===== src/rtl/display_scan_ctrl_if.sv =====
// display_scan_ctrl_if: digit-load, display-control and active-set signals
// shared between the scan scheduler and whatever drives it.
interface display_scan_ctrl_if;
    logic       load;
    logic [4:0] din0;
    logic [4:0] din1;
    logic [4:0] din2;
    logic [4:0] din3;
    logic       lz_en;
    logic [1:0] brightness;
    logic       ack;
    logic       pending;
    logic [1:0] digit;
    logic [4:0] d0;
    logic [4:0] d1;
    logic [4:0] d2;
    logic [4:0] d3;
    logic       blank;

    modport master (
        output load, din0, din1, din2, din3, lz_en, brightness,
        input  ack, pending, digit, d0, d1, d2, d3, blank
    );

    modport slave (
        input  load, din0, din1, din2, din3, lz_en, brightness,
        output ack, pending, digit, d0, d1, d2, d3, blank
    );
endinterface


===== src/rtl/display_scan_ctrl.sv =====
// display_scan_ctrl: 4-digit scan scheduler with frame-synchronous double
// buffering, leading-zero suppression and duty-cycle dimming.
module display_scan_ctrl #(
    parameter int PRESCALE = 100000
) (
    input logic               clk,
    input logic               reset,
    display_scan_ctrl_if.slave bus
);
    localparam int CW = $clog2(PRESCALE);

    if (PRESCALE < 4 || PRESCALE % 4 != 0) begin : g_bad_prescale
        $error("PRESCALE must be >= 4 and a multiple of 4");
    end

    logic [CW-1:0] cnt;
    logic [1:0]    digit;
    logic [4:0]    act [4];
    logic [4:0]    pend_buf [4];
    logic          pending;
    logic          ack;
    logic          tick;
    logic          frame_end;
    logic          commit;
    logic [CW:0]   thr;
    logic          dim;
    logic [3:0]    z;

    assign tick      = cnt == CW'(PRESCALE - 1);
    assign frame_end = tick && digit == 2'd3;
    assign commit    = frame_end && pending;

    // A load on the commit edge still lands in the buffer: the old buffer
    // is what gets committed, so pending stays set for the new data.
    always_ff @(posedge clk or posedge reset) begin
        if (reset) begin
            cnt      <= '0;
            digit    <= '0;
            act      <= '{default: '0};
            pend_buf <= '{default: '0};
            pending  <= 1'b0;
            ack      <= 1'b0;
        end else begin
            cnt     <= tick ? '0 : cnt + 1'b1;
            digit   <= tick ? digit + 2'd1 : digit;
            ack     <= commit;
            pending <= bus.load || (pending && !frame_end);
            if (commit)
                act <= pend_buf;
            if (bus.load) begin
                pend_buf[0] <= bus.din0;
                pend_buf[1] <= bus.din1;
                pend_buf[2] <= bus.din2;
                pend_buf[3] <= bus.din3;
            end
        end
    end

    // Threshold can reach PRESCALE itself, hence one extra bit over cnt.
    assign thr = (CW+1)'(PRESCALE / 4) * ((CW+1)'(bus.brightness) + 1'b1);
    assign dim = {1'b0, cnt} >= thr;

    assign z[3] = bus.lz_en && act[3] == 5'd0;
    assign z[2] = z[3] && act[2] == 5'd0;
    assign z[1] = z[2] && act[1] == 5'd0;
    assign z[0] = 1'b0;

    assign bus.blank   = z[digit] || dim;
    assign bus.ack     = ack;
    assign bus.pending = pending;
    assign bus.digit   = digit;
    assign bus.d0      = act[0];
    assign bus.d1      = act[1];
    assign bus.d2      = act[2];
    assign bus.d3      = act[3];
endmodule


===== src/flat_wrapper.sv =====
// flat-port wrapper written by rule: the top's interface ports become plain ports
module display_scan_ctrl_flat 
#(
    parameter int PRESCALE = 100000
)
  (clk, reset, bus_load, bus_din0, bus_din1, bus_din2, bus_din3, bus_lz_en, bus_brightness, bus_ack, bus_pending, bus_digit, bus_d0, bus_d1, bus_d2, bus_d3, bus_blank);
  display_scan_ctrl_if bus_i ();
  input logic clk;
  input logic reset;
  input wire logic [$bits(bus_i.load)-1:0] bus_load;
  input wire logic [$bits(bus_i.din0)-1:0] bus_din0;
  input wire logic [$bits(bus_i.din1)-1:0] bus_din1;
  input wire logic [$bits(bus_i.din2)-1:0] bus_din2;
  input wire logic [$bits(bus_i.din3)-1:0] bus_din3;
  input wire logic [$bits(bus_i.lz_en)-1:0] bus_lz_en;
  input wire logic [$bits(bus_i.brightness)-1:0] bus_brightness;
  output wire logic [$bits(bus_i.ack)-1:0] bus_ack;
  output wire logic [$bits(bus_i.pending)-1:0] bus_pending;
  output wire logic [$bits(bus_i.digit)-1:0] bus_digit;
  output wire logic [$bits(bus_i.d0)-1:0] bus_d0;
  output wire logic [$bits(bus_i.d1)-1:0] bus_d1;
  output wire logic [$bits(bus_i.d2)-1:0] bus_d2;
  output wire logic [$bits(bus_i.d3)-1:0] bus_d3;
  output wire logic [$bits(bus_i.blank)-1:0] bus_blank;
  assign bus_i.load = bus_load;
  assign bus_i.din0 = bus_din0;
  assign bus_i.din1 = bus_din1;
  assign bus_i.din2 = bus_din2;
  assign bus_i.din3 = bus_din3;
  assign bus_i.lz_en = bus_lz_en;
  assign bus_i.brightness = bus_brightness;
  assign bus_ack = bus_i.ack;
  assign bus_pending = bus_i.pending;
  assign bus_digit = bus_i.digit;
  assign bus_d0 = bus_i.d0;
  assign bus_d1 = bus_i.d1;
  assign bus_d2 = bus_i.d2;
  assign bus_d3 = bus_i.d3;
  assign bus_blank = bus_i.blank;
  display_scan_ctrl #(.PRESCALE(PRESCALE)) u_core (.clk(clk), .reset(reset), .bus(bus_i));
endmodule

===== config.mk =====
export PLATFORM = sky130hd
export DESIGN_NAME = display_scan_ctrl_flat
export DESIGN_NICKNAME = d
export VERILOG_FILES = /design/src/rtl/display_scan_ctrl_if.sv /design/src/rtl/display_scan_ctrl.sv /design/src/flat_wrapper.sv
export SDC_FILE = /design/constraint.sdc
export NUM_CORES = 1
export LEC_CHECK = 0
export CORE_ASPECT_RATIO = 1.4
export CORE_UTILIZATION = 52
export CTS_BUF_LIST = sky130_fd_sc_hd__clkbuf_4 sky130_fd_sc_hd__clkbuf_8
export DETAILED_ROUTE_END_ITERATION = 10
export PLACE_DENSITY = 0.83
export SYNTH_ARGS = -nofsm -noshare
export SYNTH_HDL_FRONTEND = slang
export SYNTH_SLANG_ARGS = --single-unit

===== constraint.sdc =====
create_clock -name clk -period 3.85 [get_ports clk]
set_input_delay 0.5775 -clock clk [delete_from_list [all_inputs] [get_ports clk]]
set_output_delay 0.5775 -clock clk [all_outputs]
set_load 0.05 [all_outputs]

* Word level (Yosys, flattened, before mapping)
Cells that the tools add are included.
** Storage, ports and cells
- Bits of input ports :: 26
- Word-level logic and storage cells :: 35
- Output and inout bits :: 25
- Register bits after elaboration :: 61
** Operators by class
- Add/sub/neg operators :: 3
- Reduce and logical (&&, ||, !) cells :: 12
- $lt $le $gt $ge :: 2
- Muxes and demuxes :: 3
- Multiply operators :: 1
- Equal/unequal tests :: 2
** Operators by type and width (count)
- greater-or-equal comparator 17 x 18 -> 1 bit :: 1
- multiplier 12 x 18 -> 15 bit, first input constant :: 1
- adder 17 x 1 -> 17 bit, second input constant :: 1
- equality test 17 bit, second input constant :: 1
- two-way mux 17 bit :: 1
- zero test 5 bit :: 3
- logical AND 1 bit :: 6
- adder 2 x 1 -> 3 bit, second input constant :: 1
- < comparator 2 x 3 -> 1 bit, second input constant :: 1
- adder 2 x 1 -> 2 bit, second input constant :: 1
- binary-select mux 1 bit (select 2 bit) :: 1
- equality test 2 bit, second input constant :: 1
- logical OR 1 bit :: 2
- zero test 1 bit :: 1
- two-way mux 1 bit :: 1

* Logic depth before layout (Yosys ltp)
Gate-level depths: netlist (run 1).
- Depth after elaboration :: 7
- Mapped depth :: 11
- Mapped depth without buffers :: 11

* Worst setup path after synthesis (run 1)
OpenSTA, ideal clock, no wires.
- Path kind :: in2out
- Start :: in bus_brightness[0]
- End :: out bus_blank
- Buffers on the path :: 0
- Cell stages on the path :: 11
- Setup slack :: 351 ps
- Data required time :: 3273 ps
- Data arrival time :: 2921 ps
- Cells stage by stage :: inv_1 > ha_1 > xnor2_1 > ha_1 > xnor2_1 > ha_1 > nand3_1 > nand2_1 > or4_1 > a21oi_1 > o21bai_1
** Between the ends
- Word-level cells in the longest chain between the ends :: 4
** RTL lines
- from (decl) :: RTL line flat_wrapper.sv:16 : input wire logic [$bits(bus_i.brightness)-1:0] bus_brightness;
- adder 2 x 1 -> 3 bit :: RTL line display_scan_ctrl.sv:60 : assign thr = (CW+1)'(PRESCALE / 4) * ((CW+1)'(bus.brightness) + 1'b1);
- multiplier 12 x 18 -> 15 bit :: RTL line display_scan_ctrl.sv:60
- greater-or-equal comparator 17 x 18 -> 1 bit :: RTL line display_scan_ctrl.sv:61 : assign dim = {1'b0, cnt} >= thr;
- logical OR 1 bit :: RTL line display_scan_ctrl.sv:68 : assign bus.blank = z[digit] || dim;
- to (decl) :: RTL line flat_wrapper.sv:24 : output wire logic [$bits(bus_i.blank)-1:0] bus_blank;
Every way passes these cells.

* Final worst setup path (run 1)
Ends and elaborated chain as after synthesis.

==> results of run 1 <==
-- through the flow --
step                      TNS (ns)  setup WS [ns]
after floorplan                  0          0.351
after global placement     -0.0766        -0.0766
after detailed placement    -0.181         -0.181
after CTS                        0         0.0998
after global routing      -0.00257       -0.00257
final                            0          0.130
-- worst reg2reg max path, delay by kind of cell, from the launching register on --
| family | cells | cell delay [ns] |
|---|---|---|
| adder cells (fa/ha/maj) | 1 | 0.22 |
| AND/OR/NAND/NOR | 4 | 1.09 |
| multiplexers | 1 | 0.39 |
| flip-flops | 1 | 0.41 |
| buffers and inverters | 1 | 0.24 |
-- cell type report --
class	instances	area, um2
inverters	11	41.3
clock inverters	4	47.5
clock buffers	12	153
well taps	68	85.1
flip-flops and latches	61	1530
fillers	401	1700
repair buffers	60	574
multi-input cells	161	1480
-- routing by layer --
metal	up-vias	part of all wire
met5	-	0
met2	54	0.52
met4	0	0.016
met1	1027	0.41
met3	10	0.055
li1	964	-
-- power groups by stage --
stage / sequential [mW] / combinational [mW] / clock [mW]
after floorplan: 0.681 / 0.0625 / 0
after global placement: 0.683 / 0.109 / 0
after detailed placement: 0.685 / 0.114 / 0
after CTS: 0.674 / 0.118 / 0.582
after global routing: 0.676 / 0.131 / 0.605
final: 0.674 / 0.117 / 0.570
-- how the worst max path moves through the flow --
stage | from | to | slack [ns] | cells past startpoint
after floorplan | bus_brightness[0] | bus_blank | 0.35 | 11
after global placement | bus_brightness[0] | bus_blank | -0.08 | 13
after detailed placement | bus_brightness[0] | bus_blank | -0.18 | 13
after CTS | bus_brightness[0] | bus_blank | 0.1 | 13
after global routing | bus_brightness[0] | bus_blank | -0.003 | 13
final | bus_brightness[0] | bus_blank | 0.13 | 13
-- cell usage in the layout, fill, tap and decap left out, types with 3 or more instances in the layout --
master / n
inv_1: 8
mux2_2: 21
buf_4: 10
nand4_1: 3
clkbuf_8: 10
dfrtp_1: 61
nor2_1: 12
or4_1: 3
nor3_1: 5
clkdlybuf4s50_1: 47
and3_1: 4
a21o_1: 4
a21oi_1: 5
xnor2_1: 10
o21ai_0: 3
ha_1: 23
xor2_1: 6
nand3_1: 8
inv_2: 3
mux2_4: 19
nand2_1: 9
-- state kept, by name, indices dropped and copies added (netlist names) --
signal and flops:
u_core.pend_buf 20, u_core.bus.d0 5, u_core.bus.d1 5, u_core.bus.d3 5, u_core.cnt 17, u_core.bus.ack 1
u_core.bus.pending 1, u_core.bus.digit 2, u_core.bus.d2 5
-- kinds of logic after synthesis --
| logic type | synth area share |
|---|---|
| AOI/OAI and AO/OA | 0.0367 |
| buffers and inverters | 0.0306 |
| and+or+nand+nor | 0.118 |
| DFF | 0.498 |
| adders and majority gates | 0.0979 |
| xor gates and xnor gates | 0.0486 |
| muxes | 0.170 |
-- what timing repair did --
| action | CTS | global route |
|---|---|---|
| endpoints found under the setup margin | 1 | 1 |
| hold buffers | 0 | 0 |
| pin swaps | 4 | 1 |
| resized for setup | 8 | 4 |
==> results.yml, run 1 <==
run_status:
  status: "completed"
worst_setup_path:
  reg2reg_depth: 7
  cp_common_cell: "ha_1"
  crit_chain: "dlygate4sd2_1 -> buf_6 -> ha_1 -> nor2b_2 -> ha_1 -> xnor2_1 -> ha_1 -> nand3_1 -> nand2_2 -> or4_4 -> a21oi_2 -> o21bai_1 -> buf_4"
  crit_buf_inv: 3
  path_max_fanout: 8
  reg2reg_from: "u_core.cnt[0]"
  r2r_end: "u_core.bus.d0[1]"
  critPathSlowestCell: "or4_4"
  critPathLaunchType: "primary input"
  cp_top_family: "simple AND/OR/NAND/NOR gates"
  cp_slowest_stage_delay_ns: 0.51
  r2r_slack_ns: 1.40
  end_kind: "primary output"
  critPathKind: "in -> out"
  critPathRequiredTime_ns: 3.27
  critical_path_arrival_ns: 3.14
timing:
  fin_crit_sh: 0.966
  worst_pin_slew_ns: 0.981
  relSlewSlack: 0.344
  whs_ns: 0.504
  hold_viol_final: 0
  slew_viol_final: 0
  fin_skew_ns: 0.00811
  period_minus_slack_ns: 3.72
  setup_viol: 0
  max_freq_mhz: 269
synthesis:
  synth_cell_type_count: 36
  synth_cells: 238
  async_flop_share: 1.00
  yosys-top-cells-count: "61 x dfrtp_1, 24 x ha_1, 21 x mux2_2"
  netlist_area_um2: 3070
  synth_nets: 288
  ys_seq_elements: 61
  synth_top_area_cell: "dfrtp_1"
  synth_warnings: 0
  syn_area_per_cell_um2: 12.9
  yosys.area.top_type_share: 0.498
  synthTopCellsByArea: "dfrtp_1 50%, ha_1 9.8%, mux2_4 9.3%"
  synth_seq_area_share: 0.498
  synth_edf_count: 0
  ys.flop_type: "dfrtp_1"
  yosysMostFrequentCell: "dfrtp_1"
placed_design:
  io_buffers: 50
  place_inst: 361
  hpwlAfterDp_mm: 4.11
  place_congestion: 0.779
  placed_cell_area_um2: 3670
global_routing:
  busiest_layer: "met2"
  grt_max_degree: 38
  grt_use_total: 0.228
  grt_pass1_wl_mm: 10.4
  use_met3: 0.0764
  antenna_found_initial: 0
  use_met1: 0.260
  grt_pass1_vias: 2243
  overflow: 0
  use_met2: 0.383
detailed_routing:
  drt-initial-drc-count: 47
  ant_nets: 0
  wire_per_inst_um: 16.4
  drcViolationCount: 0
  drtPass1Iterations: 4
  vias: 2055
  routed_wl_mm: 6.19
  viasPerCell: 5.45
floorplanning:
  die_h_um: 92.9
  num_rows: 32
  core-area_um2: 5610
  ioPinCount: 51
  start_util: 0.547
  die_area_um2: 6210
  dieWidth_um: 66.9
clocking:
  clkTransAtPathRegs_ns: 0.07
  clk_latency_ns: 0.34
  cts_setup_buffers: 0
  cts_max_level: 3
  cts_buffer_depth: 2
  cts_tree: "yes"
  clockRootBuffer: "clkbuf_8"
  clkSinkCount: 61
  numCtsBuffers: 9
pwr:
  sequentialPowerShare: 0.495
  clock_power_share: 0.418
  power.density_nw_per_um2: 348
  p_switching_mw: 0.302
  switching_share: 0.222
  p_int_mw: 1.06
  p_comb_frac: 0.086
  irDropWorstVdd_uv: 263
  p_leak_nw: 1.85
  finalPower_mw: 1.36
cells_and_area:
  layout-drive-gt1-share: 0.269
  post-route-util: 0.698
  fin_area_um2: 3910
  final_cell_count_no_fill: 377
  area_growth_pct: 27.5
  diodes: 0
  fin_nets: 354
hold_path:
  min_to: "u_core.bus.d3[3]"
  hold_path.class: "reg -> reg"
  hp-start: "u_core.pend_buf[3]"
  worstHoldPathCells: 1
run:
  max_cap_violations: 0
Note: power is estimated with default switching activity, not from simulation.
==> inputs of run 2 (changes only) <==
- SKIP_CTS_REPAIR_TIMING: unset -> 1
==> results.yml, run 2 (same netlist as run 1, synthesis figures left out) <==
detailed_routing:
  drt-initial-drc-count: 54
  wire_per_inst_um: 16.2
  ant_nets: 0
  vias: 2047
  drcViolationCount: 0
  routed_wl_mm: 6.10
  viasPerCell: 5.43
  drtPass1Iterations: 4
cells_and_area:
  largest_register_ffs: 20
  layout_commonest_cell: "dfrtp_1"
  area_growth_pct: 27.5
  final_cell_mix: "61 x dfrtp_1, 47 x clkdlybuf4s50_1, 23 x ha_1"
  top_register: "u_core.pend_buf"
  largestRegisters: "u_core.pend_buf (20), u_core.cnt (17)"
  post-route-util: 0.697
  diodes: 0
  fin_nets: 354
  fin_area_um2: 3910
  layout-drive-gt1-share: 0.259
worst_setup_path:
  worstSetupStartpoint: "bus_brightness[0]"
  cp_slowest_stage_delay_ns: 0.52
  reg2reg_from: "u_core.cnt[0]"
  cp_top_family: "simple AND/OR/NAND/NOR gates"
  critPathRequiredTime_ns: 3.27
  critPathLaunchType: "primary input"
  reg2reg_depth: 7
  critical_path_arrival_ns: 3.01
  r2r_end: "u_core.bus.d0[1]"
  end_kind: "primary output"
  critPathSlowestCell: "or4_4"
  r2r_slack_ns: 1.40
  path_max_fanout: 8
  cp_common_cell: "ha_1"
  critPathKind: "in -> out"
  crit_chain: "dlymetal6s2s_1 -> buf_6 -> ha_1 -> nor2b_1 -> ha_1 -> xnor2_1 -> ha_1 -> nand3_1 -> nand2_1 -> or4_4 -> a21oi_2 -> o21bai_1 -> buf_4"
  crit_buf_inv: 3
floorplanning:
  num_rows: 32
  core-area_um2: 5610
  die_area_um2: 6210
  dieWidth_um: 66.9
  ioPinCount: 51
  die_h_um: 92.9
  start_util: 0.547
clocking:
  clkSinkCount: 61
  clockRootBuffer: "clkbuf_8"
  clk_latency_ns: 0.34
  numCtsBuffers: 9
  clkTransAtPathRegs_ns: 0.07
  cts_tree: "yes"
  cts_max_level: 3
  cts_buffer_depth: 2
placed_design:
  placed_cell_area_um2: 3670
  place_congestion: 0.779
  io_buffers: 50
  hpwlAfterDp_mm: 4.11
  pre_cts_ws_ns: -0.181
hold_path:
  worstHoldPathCells: 1
  hp-start: "u_core.pend_buf[3]"
  hold_path.class: "reg -> reg"
  min_to: "u_core.bus.d3[3]"
global_routing:
  grt_use_total: 0.227
  grt_pass1_wl_mm: 10.4
  overflow: 0
  grt_pass1_vias: 2239
  grt_max_degree: 38
  antenna_found_initial: 0
timing:
  slew_viol_final: 0
  rsz0062_at_grt: "false"
  fin_skew_ns: 0.00811
  worst_slack_ns: 0.264
  fin_crit_sh: 0.931
  hold_viol_final: 0
  worst_pin_slew_ns: 0.981
  fin_setup_tns_ns: 0
  setup_viol: 0
  max_freq_mhz: 279
  period_minus_slack_ns: 3.59
  relSlewSlack: 0.344
run_status:
  status: "completed"
pwr:
  power.density_nw_per_um2: 348
  p_leak_nw: 1.87
  irDropWorstVdd_uv: 263
run:
  max_cap_violations: 0
-- run 2: cell count changes in the layout (fill, tap and decap cells not counted) --
cell and change:
a21oi_1 +1, a21oi_2 -1, dlygate4sd2_1 -2, nor2b_1 +1, nor2b_2 -1, dlymetal6s2s_1 +2
nand2_1 +1, nand2_2 -1
-- run 2: where the power goes --
part / total (mW) / switching (mW) / internal, mW
combinational: 0.117 / 0.0492 / 0.0679
clock: 0.569 / 0.240 / 0.329
sequential: 0.674 / 0.0121 / 0.662
total: 1.36 / 0.302 / 1.06
-- run 2: layer usage --
metal  global-route usage  vias to the layer above  share of wire
met5                    0                        -              0
met4               0.0957                        0          0.016
met3               0.0764                       10          0.055
met2                0.380                       53           0.52
met1                0.260                     1019           0.41
li1                     -                      965              -
-- run 2: area by class of cell --
type	count	area (um2)
sequential	61	1530
multi-input combinational	161	1470
inverter	11	41.3
clock buffer	12	153
timing repair buffer	60	582
tap	68	85.1
fill	395	1700
clock inverter	4	47.5
-- run 2: worst reg2reg max path, cell delays in order (launching register included) --
cell	delay, ns
dfrtp_1	0.41
ha_1	0.22
and4_4	0.26
nand2_2	0.08
nor4_4	0.27
buf_4	0.24
and3_4	0.48
mux2_2	0.39
-- run 2: stage by stage --
stage	instances	total power, mW	hold WS [ns]
global route	377	1.41	0.519
global placement	361	0.792	0.484
detailed placement	361	0.798	0.494
CTS	377	1.37	0.509
finish	377	1.36	0.503
floorplan	238	0.744	0.475
-- run 2: worst max-delay path by stage --
stage,end,slack [ns],depth (start not counted)
5_1_grt,bus_blank,0.14,13
2_1_floorplan,bus_blank,0.35,11
6_report,bus_blank,0.26,13
4_1_cts,bus_blank,-0.19,13
3_5_place_dp,bus_blank,-0.18,13
3_3_place_gp,bus_blank,-0.08,13
